## config.mk

```make
export PLATFORM = sky130hd
export DESIGN_NAME = aes_kat_sequencer
export DESIGN_NICKNAME = d
export VERILOG_FILES = /design/src/rtl/aes_kat_sequencer.sv
export SDC_FILE = /design/constraint.sdc
export NUM_CORES = 1
export LEC_CHECK = 0
export ABC_AREA = 1
export CAP_MARGIN = 20
export CORE_AREA = 2 2 109 111
export DETAILED_ROUTE_END_ITERATION = 10
export DIE_AREA = 0 0 111 113
export MAX_ROUTING_LAYER = met4
export PLACE_DENSITY = 0.75
export SETUP_SLACK_MARGIN = 0.5
export SLEW_MARGIN = 20
export SYNTH_ARGS = -nofsm -noshare
export SYNTH_HDL_FRONTEND = slang
export SYNTH_SLANG_ARGS = --single-unit
```

## constraint.sdc

```tcl
create_clock -name clk -period 1.4 [get_ports clk]
set_input_delay 0.35 -clock clk [delete_from_list [all_inputs] [get_ports clk]]
set_output_delay 0.35 -clock clk [all_outputs]
set_load 0.03 [all_outputs]
```

## src/rtl/aes_kat_sequencer.sv

```systemverilog
// aes_kat_sequencer: runs the AES known-answer tests.
// For each key-size channel it runs NVEC encrypt vectors and then NVEC decrypt vectors.
// It compares each core result against the ROM expected block.
// It keeps one pass flag per channel and direction, and drives the pass LEDs.
// Optional build macro: AES_KAT_TIMEOUT_EN adds a WAIT-state watchdog of TIMEOUT cycles.
//
// state   | meaning
// --------+-----------------------------------------------------------
// S_IDLE  | after reset; moves to S_INIT on the next cycle
// S_INIT  | clear indices and fail count, set all pass flags
// S_ISSUE | core_start is high for this one cycle
// S_WAIT  | indices held; waiting for core_done (or for the watchdog)
// S_CHECK | on a mismatch, clear the pass flag and bump fail_cnt
// S_NEXT  | advance vec -> dec -> ch; the last channel goes to S_DONE
// S_DONE  | flags are final; rerun restarts the run
module aes_kat_sequencer #(
  parameter  int NCH     = 3,
  parameter  int NVEC    = 4,
  parameter  int DATA_W  = 128,
  parameter  int TIMEOUT = 1024,
  localparam int CH_W    = (NCH  > 1) ? $clog2(NCH)  : 1,
  localparam int VEC_W   = (NVEC > 1) ? $clog2(NVEC) : 1
) (
  input  logic              clk,
  input  logic              reset,
  input  logic              enable,
  input  logic              rerun,
  output logic              core_start,
  output logic [CH_W-1:0]   core_ch,
  output logic              core_dec,
  output logic [VEC_W-1:0]  core_vec,
  input  logic              core_done,
  input  logic [DATA_W-1:0] core_result,
  input  logic [DATA_W-1:0] exp_data,
  output logic [NCH-1:0]    enc_led,
  output logic [NCH-1:0]    dec_led,
  output logic              busy,
  output logic              all_done,
  output logic [7:0]        fail_cnt
);

  localparam logic [CH_W-1:0]  CH_LAST  = CH_W'(NCH - 1);
  localparam logic [VEC_W-1:0] VEC_LAST = VEC_W'(NVEC - 1);

  if (NCH < 1 || NVEC < 1 || TIMEOUT < 1) begin : g_param_check
    $error("aes_kat_sequencer: NCH, NVEC and TIMEOUT must all be >= 1");
  end

  typedef enum logic [2:0] {
    S_IDLE,
    S_INIT,
    S_ISSUE,
    S_WAIT,
    S_CHECK,
    S_NEXT,
    S_DONE
  } state_t;

  state_t         state;
  logic           match_q;
  logic [NCH-1:0] pass_enc;
  logic [NCH-1:0] pass_dec;

`ifdef AES_KAT_TIMEOUT_EN
  localparam int TO_W = $clog2(TIMEOUT + 1);
  logic [TO_W-1:0] to_cnt;
`endif

  // Sequencer FSM: walks ch/dec/vec, handshakes with the core, and accumulates pass flags.
  always_ff @(posedge clk or negedge reset) begin
    if (!reset) begin
      state      <= S_IDLE;
      core_start <= 1'b0;
      core_ch    <= '0;
      core_dec   <= 1'b0;
      core_vec   <= '0;
      busy       <= 1'b0;
      all_done   <= 1'b0;
      fail_cnt   <= 8'd0;
      match_q    <= 1'b0;
      pass_enc   <= '0;
      pass_dec   <= '0;
`ifdef AES_KAT_TIMEOUT_EN
      to_cnt     <= '0;
`endif
    end else begin
      core_start <= 1'b0;
      case (state)
        S_IDLE: begin
          busy     <= 1'b1;
          all_done <= 1'b0;
          state    <= S_INIT;
        end
        S_INIT: begin
          core_ch    <= '0;
          core_dec   <= 1'b0;
          core_vec   <= '0;
          pass_enc   <= '1;
          pass_dec   <= '1;
          fail_cnt   <= 8'd0;
          busy       <= 1'b1;
          core_start <= 1'b1;
          state      <= S_ISSUE;
        end
        S_ISSUE: begin
`ifdef AES_KAT_TIMEOUT_EN
          to_cnt <= TO_W'(TIMEOUT - 1);
`endif
          state  <= S_WAIT;
        end
        S_WAIT: begin
          if (core_done) begin
            match_q <= (core_result == exp_data);
            state   <= S_CHECK;
          end
`ifdef AES_KAT_TIMEOUT_EN
          // A silent core counts as a mismatch; a late answer then lands outside S_WAIT.
          else if (to_cnt == '0) begin
            match_q <= 1'b0;
            state   <= S_CHECK;
          end else begin
            to_cnt <= to_cnt - TO_W'(1);
          end
`endif
        end
        S_CHECK: begin
          if (!match_q) begin
            if (core_dec) pass_dec[core_ch] <= 1'b0;
            else          pass_enc[core_ch] <= 1'b0;
            if (fail_cnt != 8'hFF) fail_cnt <= fail_cnt + 8'd1;
          end
          state <= S_NEXT;
        end
        S_NEXT: begin
          if (core_vec != VEC_LAST) begin
            core_vec   <= core_vec + VEC_W'(1);
            core_start <= 1'b1;
            state      <= S_ISSUE;
          end else begin
            core_vec <= '0;
            if (!core_dec) begin
              core_dec   <= 1'b1;
              core_start <= 1'b1;
              state      <= S_ISSUE;
            end else begin
              core_dec <= 1'b0;
              if (core_ch != CH_LAST) begin
                core_ch    <= core_ch + CH_W'(1);
                core_start <= 1'b1;
                state      <= S_ISSUE;
              end else begin
                core_ch  <= '0;
                busy     <= 1'b0;
                all_done <= 1'b1;
                state    <= S_DONE;
              end
            end
          end
        end
        S_DONE: begin
          if (rerun) begin
            all_done <= 1'b0;
            busy     <= 1'b1;
            state    <= S_INIT;
          end
        end
        default: state <= S_IDLE;
      endcase
    end
  end

  // LED drivers are registered so that a change in enable shows one cycle later.
  always_ff @(posedge clk or negedge reset) begin
    if (!reset) begin
      enc_led <= '0;
      dec_led <= '0;
    end else begin
      enc_led <= (enable && all_done) ? pass_enc : '0;
      dec_led <= (enable && all_done) ? pass_dec : '0;
    end
  end

endmodule

```

; After elaboration in Yosys (flattened, before gate mapping)
; Cells that the tools add are included.
[op_classes]
n_addsub = 3
order_cmp = 2
n_eq_ne = 19
n_mux = 42
n_bitwise = 3
reduce_logical = 17
[ops]
columns = op, count
row1 = $eq A128 B128 Y1, 1
row2 = $mux W3, 11
row3 = $ne A2 B2 Y1 const B, 11
row4 = $pmux W3 S7, 1
row5 = $mux W8, 2
row6 = $pmux W8 S2, 1
row7 = $mux W1, 14
row8 = $pmux W3 S2, 2
row9 = $reduce_and A3 Y1, 4
row10 = $reduce_and A5 Y1, 2
row11 = $eq A3 B3 Y1 const B, 3
row12 = $add A8 B1 Y8 const B, 1
row13 = $mux W2, 4
row14 = $ne A8 B8 Y1 const B, 1
row15 = $pmux W2 S2, 2
row16 = $and A3 B3 Y3, 2
row17 = $eq A3 B2 Y1 const B, 2
row18 = $pmux W1 S3, 2
row19 = $reduce_and A2 Y1, 3
row20 = $reduce_bool A3 Y1, 2
row21 = $add A2 B1 Y2 const B, 2
row22 = $pmux W1 S2, 2
row23 = $reduce_bool A2 Y1, 2
row24 = $eq A3 B1 Y1 const B, 1
row25 = other kinds (7), 8
[totals]
reg_bits = 32
output_inout_bits = 22
elab_cells = 99

; Depth between registers and ports, before layout
; Gate-level depths: netlist of run 1.
[logic_depth]
ltp_word = 9
mapped_depth = 11

; Worst setup path before layout of run 1
; Ideal clock, no wire load.
[synth_timing]
kind = register to register
start = reg fail_cnt[0]
end = reg fail_cnt[0]
t_arrival_ps = 1606
required_time_ps = 1281
slack_ps = -325
path_stages_with_launch = 8
n_path_buf = 0
period_less_slack_ps = 1725
cell_sequence = dfrtp_1 > ha_1 > nand4_1 > nor2_1 > nand2_1 > o21ai_4 > inv_4 > o21a_1
[synth_between]
elab_chain_len = 4
elab_cells_between_ends = 7
cone_classes = 1 x add/sub / 2 x eq/ne / 3 x mux / 1 x reduce/logical
[synth_rtl]
columns = item, line_no
row1 = "start, declared", 39  ; output logic [7:0] fail_cnt
row2 = "start signal, assigned", 130  ; if (fail_cnt != 8'hFF) fail_cnt <= fail_cnt + 8'd1;
row3 = $add A8 B1 Y8, 130
row4 = $mux W8, 130
row5 = $mux W8, 127  ; if (!match_q) begin
row6 = $pmux W8 S2, 88  ; case (state)
; Several ways; a longest one is shown, not always the timed one. The select of a mux whose other input is x is not followed.
; A chain may end at the register's enable or synchronous reset.

; Worst setup path after layout of run 1
[layout_timing]
start = reg state[1]
end = reg fail_cnt[7]
[layout_between]
elab_chain_len = 3
elab_cells_between_ends = 7
cone_classes = 4 x eq/ne / 1 x mux / 2 x reduce/logical
[layout_rtl]
columns = item, line_no
row1 = "start, declared", 59  ; state_t state;
row2 = "start signal, assigned", 72  ; state <= S_IDLE;
row3 = "start signal, assigned", 92  ; state <= S_INIT;
row4 = "start signal, assigned", 103  ; state <= S_ISSUE;
row5 = $eq A3 B3 Y1 / $eq A3 B1 Y1 (equally long branches), 88
row6 = $ne A2 B2 Y1 (no source line) / $reduce_bool A2 Y1 (equally long branches), --
row7 = $reduce_and A3 Y1 (no source line), --
; Several ways; a longest one is shown, not always the timed one.

==> impl_metrics.csv, run 1 <==
group,metric,value,unit
critical_path,arrival,1.82,ns
sta,period_share,117,%
synthesis,yosysWarnings,0,
critical_path,worstSetupEndpointType,"flip-flop",
clocking,cts_buffers,5,
sta,hold_viol_final,0,
clocking,cts_max_path_buffers,2,
floorplanning,io_pins,283,
drt,vias_per_cell,4.40,
drt,drt_iter0_markers,179,
synthesis,syn_inst,496,
floorplanning,core,0.0113,mm^2
pwr,p_per_area,939,mW/mm^2
critical_path,crit_type,"reg -> reg",
global_route,grt_pass1_vias,4562,
place,portBuffers,282,
drt,drtAntennaViolNets,0,
drt,drc,0,
finish,final_layout_size_suffix_gt1_share,19.7,%
synthesis,yosysSeqAreaShare,24.7,%
critical_path,start_kind,"flip-flop",
sta,slew_headroom,77.4,%
run,drv_cap,0,
finish,nets,1114,
sta,fin_crit,1.63,ns
finish,mostFrequentLayoutCells,"dlygate4sd2_1 (184), nand2_1 (137), xnor2_1 (86), clkdlybuf4s50_1 (76), inv_1 (73)",
sta,finalSetupViolations,25,
global_route,antenna_found_initial,8,
clocking,cts.sinks,32,
global_route,grt_overflow_total,0,
sta,hold_slack,0.442,ns
global_route,grt_max_degree,33,
clocking,clk_pin_slew_worst_paths,0.05,ns
critical_path,cp.required,1.58,ns
floorplanning,die_w,111,um
run_status,status,"finished with violations",
sta,rsz0062_at_grt,"true",
drt,vias,4417,
pwr,total_leakage_power,3.47,nW
floorplanning,initial_core_util,28.8,%
critical_path,path_max_fanout,7,
synthesis,ys_seq_elements,32,
place,hpwlAfterDp,12100,um
clocking,clock_latency,0.28,ns
finish,area_growth,122,%
drt,routed_wl,15200,um
sta,timing.fmax,0.612,GHz
floorplanning,rows,39,
sta,timing.final.ws_setup,-0.235,ns
place,place_congestion,0.928,
clocking,cts_max_level,2,
clocking,cts_root_buf,"clkbuf_16",
floorplanning,die_area,0.0125,mm^2
sta,tightest_slew,0.338,ns
pwr,finalPower,6.75,mW
floorplanning,fp.dieH,113,um
finish,fillers,1017,
drt,drtPass1Iterations,5,
clocking,cts_tree,"done",
hold_path,hp-class,"in -> async",
run_status,violations,"setup timing",
sta,clock_skew,0.00426,ns
global_route,grt_pass1_wl,21700,um
finish,layout_commonest_cell,"dlygate4sd2_1",
synthesis,syn_area_per_cell,6.54,um^2
sta,drv_slew,0,
global_route,grt_use_total,22.6,%
drt,wl_per_cell,15.2,um
synthesis,synthesis.area,0.00324,mm^2
synthesis,synth_nets,759,
synthesis,yosysUniqueCellTypes,25,
pwr,worst_ir_drop_vdd,978,uV
==> power breakdown <==
part           switching, mW  total [mW]  internal, mW
Sequential             0.201        1.34          1.14
Combinational           2.02        4.26          2.24
Clock                  0.394        1.15         0.757
Total                   2.61        6.75          4.14
==> cell usage after synthesis <==
cell type	count	area share, %
o211ai_1	1	0.23
ha_1	2	0.77
a22o_1	1	0.27
nor2_4	2	0.69
nand3_1	11	1.7
a21boi_2	1	0.35
xnor2_1	88	24
o21ai_1	3	0.46
xor2_1	13	3.5
nor3_1	1	0.15
nand2_1	143	17
o21ai_4	2	1.0
o21ai_0	17	2.6
o21bai_1	1	0.23
dfrtp_1	32	25
nand2_2	2	0.39
o21a_1	2	0.46
o31ai_1	2	0.46
nor2_2	1	0.19
a21oi_1	10	1.5
inv_1	77	8.9
inv_4	2	0.39
nand4_1	15	2.9
inv_2	3	0.35
nor2_1	64	7.4
==> area by class of cell <==
class | count | area, um^2 | area share [%]
repair buffers | 348 | 3250 | 45.2
multi-input cells | 382 | 2450 | 34.0
flip-flops and latches | 32 | 813 | 11.3
inverters | 82 | 325 | 4.52
well taps | 143 | 179 | 2.49
clock buffers | 8 | 156 | 2.17
diodes | 8 | 20.0 | 0.278
==> registers in the layout, summed over array words and instances (netlist names) <==
signal and count:
state 3, dec_led 3, core_start 1, all_done 1
core_vec 2, enc_led 3, pass_enc 3, core_ch 2
core_dec 1, pass_dec 3, busy 1, fail_cnt 8
match_q 1
==> critical path, stage by stage, from the launching register on <==
cell,delay [ns]
dfrtp_2,0.43
buf_6,0.13
nor2_4,0.10
inv_2,0.07
nor2_4,0.14
inv_4,0.06
o21ai_4,0.08
o21ai_4,0.12
buf_4,0.16
o31ai_4,0.25
==> timing repair <==
action	in CTS	in global routing
setup endpoints to repair	49	49
hold buffers	0	0
buffers inserted	30	16
pin swaps	132	23
resized for setup	299	36
==> per-stage QoR <==
| stage | cells | setup WS, ns | TNS [ns] | instance area (um^2) | utilization, % |
|---|---|---|---|---|---|
| after CTS | 979 | -0.130 | -1.30 | 6900 | 61.2 |
| after global routing | 1003 | -0.317 | -5.23 | 7190 | 63.8 |
| after detailed placement | 941 | -0.409 | -2.04 | 6530 | 57.9 |
| after global placement | 941 | -0.379 | -1.45 | 6530 | 57.9 |
| after floorplan | 496 | -0.192 | -1.23 | 3340 | - |
| final | 1003 | -0.235 | -3.13 | 7190 | 63.8 |
==> metal layers <==
layer | wire [um] | vias up | track usage, %
met5 | 0 | - | -
met2 | 8540 | 164 | 44.2
li1 | - | 2232 | -
met1 | 5270 | 1982 | 22.2
met3 | 974 | 39 | 5.62
met4 | 422 | 0 | 6.00
==> final timing paths <==
path | from | end | slack [ns] | depth (start not counted)
setup / recovery | state[1] | fail_cnt[7] | -0.23 | 9
hold / removal | reset | core_vec[1] | 0.44 | 2
setup reg to reg | state[1] | fail_cnt[7] | -0.23 | 9
hold reg to reg | pass_enc[1] | pass_enc[1] | 0.50 | 2
max in group asynchronous | reset | state[2] | 0.77 | 2
min in group clk | pass_enc[1] | pass_enc[1] | 0.50 | 2
==> logic make-up (layout without fill, tap and decap cells) <==
| group | count (synthesis) | in the layout | share of synthesized area (%) |
|---|---|---|---|
| adder cells (fa/ha/maj) | 2 | 2 | 0.771 |
| flip-flops | 32 | 32 | 24.7 |
| AND/OR/NAND/NOR | 239 | 239 | 30.0 |
| buffers and inverters | 82 | 438 | 9.65 |
| other | 0 | 8 | 0 |
| XOR/XNOR | 101 | 101 | 27.3 |
| AO/OA/AOI/OAI | 40 | 40 | 7.64 |
No activity file was read; power rests on OpenSTA's default activity.
==> run 2: changes to the inputs <==
--- a/config.mk
+++ b/config.mk
@@ -7,11 +7,11 @@
 export LEC_CHECK = 0
 export ABC_AREA = 1
 export CAP_MARGIN = 20
-export CORE_AREA = 2 2 109 111
+export CORE_AREA = 2 2 110 112
 export DETAILED_ROUTE_END_ITERATION = 10
-export DIE_AREA = 0 0 111 113
+export DIE_AREA = 0 0 112 114
 export MAX_ROUTING_LAYER = met4
-export PLACE_DENSITY = 0.75
+export PLACE_DENSITY = 0.71
 export SETUP_SLACK_MARGIN = 0.5
 export SLEW_MARGIN = 20
 export SYNTH_ARGS = -nofsm -noshare
==> constraint.sdc (replaced) <==
create_clock -name clk -period 1.71 [get_ports clk]
set_input_delay 0.4275 -clock clk [delete_from_list [all_inputs] [get_ports clk]]
set_output_delay 0.4275 -clock clk [all_outputs]
set_load 0.03 [all_outputs]
==> run 2 against run 1 <==
The flow now finishes without violations. Sequential cell count unchanged. Maximum frequency down 0.70%. Worst hold slack improved by 0.036 ns. Critical endpoint is now fail_cnt[3]. Largest cell class unchanged. Highest routed layer unchanged.
==> impl_metrics.csv, run 2 (synthesis gave the netlist of run 1 again) <==
group,metric,value,unit
finish,fillers,954,
clocking,cts_max_path_buffers,2,
finish,largest_reg_flops,8,
sta,slew_headroom,71.7,%
finish,top_register,"fail_cnt",
sta,timing.fmax,0.607,GHz
sta,period_share,96.3,%
global_route,grt_use_total,21.1,%
critical_path,cpLargestDelayFamily,"compound AO/OA/AOI/OAI gates",
sta,tightest_slew,0.424,ns
global_route,grt_max_degree,33,
pwr,total_leakage_power,4.32,nW
global_route,grt_pass1_wl,20600,um
drt,drtPass1Iterations,6,
place,placed_area,0.00633,mm^2
clocking,cts_hold_buf,0,
critical_path,crit_slowest_cell,"dfrtp_2",
global_route,grt_pass1_vias,4324,
finish,final_layout_size_suffix_gt1_share,17.8,%
finish,mostFrequentLayoutCells,"nand2_1 (139), clkdlybuf4s50_1 (128), dlymetal6s2s_1 (128), xnor2_1 (86), inv_1 (71)",
finish,final_cell_area,0.00750,mm^2
hold_path,hp-class,"reg -> reg",
finish,area_growth,131,%
run,drv_cap,0,
critical_path,max_stage_delay,0.39,ns
clocking,cts.sinks,32,
place,hpwlAfterDp,11400,um
critical_path,start_kind,"flip-flop",
pwr,p_per_area,722,mW/mm^2
sta,fin_crit,1.65,ns
drt,drtAntennaViolNets,0,
global_route,antenna_found_initial,1,
sta,clock_skew,0.00306,ns
floorplanning,rows,40,
pwr,finalPower,5.42,mW
clocking,cts_tree,"done",
floorplanning,fp.dieH,114,um
pwr,worst_ir_drop_vdd,1150,uV
global_route,grt_overflow_total,0,
finish,seqCellArea,811,um^2
clocking,clk_pin_slew_worst_paths,0.05,ns
critical_path,path_max_fanout,8,
sta,hold_viol_final,0,
drt,vias,4338,
finish,nets,1101,
critical_path,arrival,1.86,ns
critical_path,worstSetupEndpointType,"flip-flop",
finish,finish.utilization,64.1,%
drt,wl_per_cell,15.1,um
drt,drc,0,
floorplanning,io_pins,283,
sta,finalSetupViolations,0,
clocking,clock_latency,0.28,ns
run_status,status,"finished clean",
critical_path,crit_buf_inv,1,
clocking,cts_buffers,5,
critical_path,path_cells,"ha_4 -> nand4_1 -> nor2_2 -> nand2_2 -> o21ai_4 -> inv_4 -> o21ai_1 -> o21a_1",
floorplanning,die_w,112,um
place,place_ws,-0.259,ns
sta,rsz0062_at_grt,"true",
place,portBuffers,282,
clocking,cts_max_level,2,
sta,timing.final.ws_setup,0.0635,ns
critical_path,cp.required,1.93,ns
drt,drt_iter0_markers,178,
finish,layout_commonest_cell,"nand2_1",
floorplanning,initial_core_util,27.7,%
floorplanning,die_area,0.0128,mm^2
place,place_congestion,0.936,
finish,multiInputGateArea,0.00239,mm^2
critical_path,crit_type,"reg -> reg",
drt,routed_wl,14900,um
clocking,cts_root_buf,"clkbuf_16",
floorplanning,core,0.0117,mm^2
sta,drv_slew,0,
drt,vias_per_cell,4.40,
## run 2: changes by cell type in the layout (fill, tap and decap cells not counted), moves of 3 or more
cell	previous run	this run
buf_4	44	40
buf_12	6	0
buf_6	38	35
clkdlybuf4s50_1	76	128
dlygate4sd2_1	184	4
nor2_1	51	54
a21oi_1	3	6
dlymetal6s2s_1	0	128
diode_2	8	1
## run 2: report_power, final
| group | total, mW | internal (mW) | switching (mW) |
|---|---|---|---|
| clock | 1.10 | 0.767 | 0.331 |
| combinational | 3.24 | 1.69 | 1.55 |
| sequential | 1.08 | 0.932 | 0.151 |
## run 2: metrics by stage
step	setup TNS [ns]	cells	hold slack (ns)
global placement	-0.225	929	0.462
finish	0	987	0.479
floorplan	0	496	0.132
CTS	0	968	0.478
detailed placement	-0.259	929	0.467
global route	0	987	0.509
## run 2: tightest hold or removal path: stages, from the launching register on
cell	delay (ns)
dfrtp_1	0.34
o21ai_1	0.06
nand2_1	0.05
## run 2: final timing paths
kind,cells after the start,start,end,slack (ns)
hold / removal,2,pass_dec[0],pass_dec[0],0.48
setup reg to reg,8,fail_cnt[0],fail_cnt[3],0.06
min in group asynchronous,2,reset,core_ch[0],0.56
hold reg to reg,2,pass_dec[0],pass_dec[0],0.48
setup / recovery,8,fail_cnt[0],fail_cnt[3],0.06
max in group asynchronous,2,reset,core_vec[0],0.82
## run 2: routing by layer
layer / up-vias / track usage (%) / wire [um]
li1: 2190 / - / -
met5: - / - / 0
met2: 183 / 40.6 / 8180
met1: 1921 / 20.8 / 5180
met3: 44 / 5.84 / 1040
met4: 0 / 5.61 / 450
## run 2: what timing repair did
action / in CTS / in global routing
endpoints found under the setup margin: 45 / 45
buffers inserted: 31 / 18
pin swaps: 24 / 117
resized for setup: 183 / 179
## run 2: area by class of cell
class	instances	area share, %
tap	147	2.45
antenna	1	0.0333
multi-input combinational	382	31.8
inverter	82	4.30
clock buffer	7	2.03
sequential	32	10.8
timing repair buffer	335	48.1
clock inverter	1	0.400
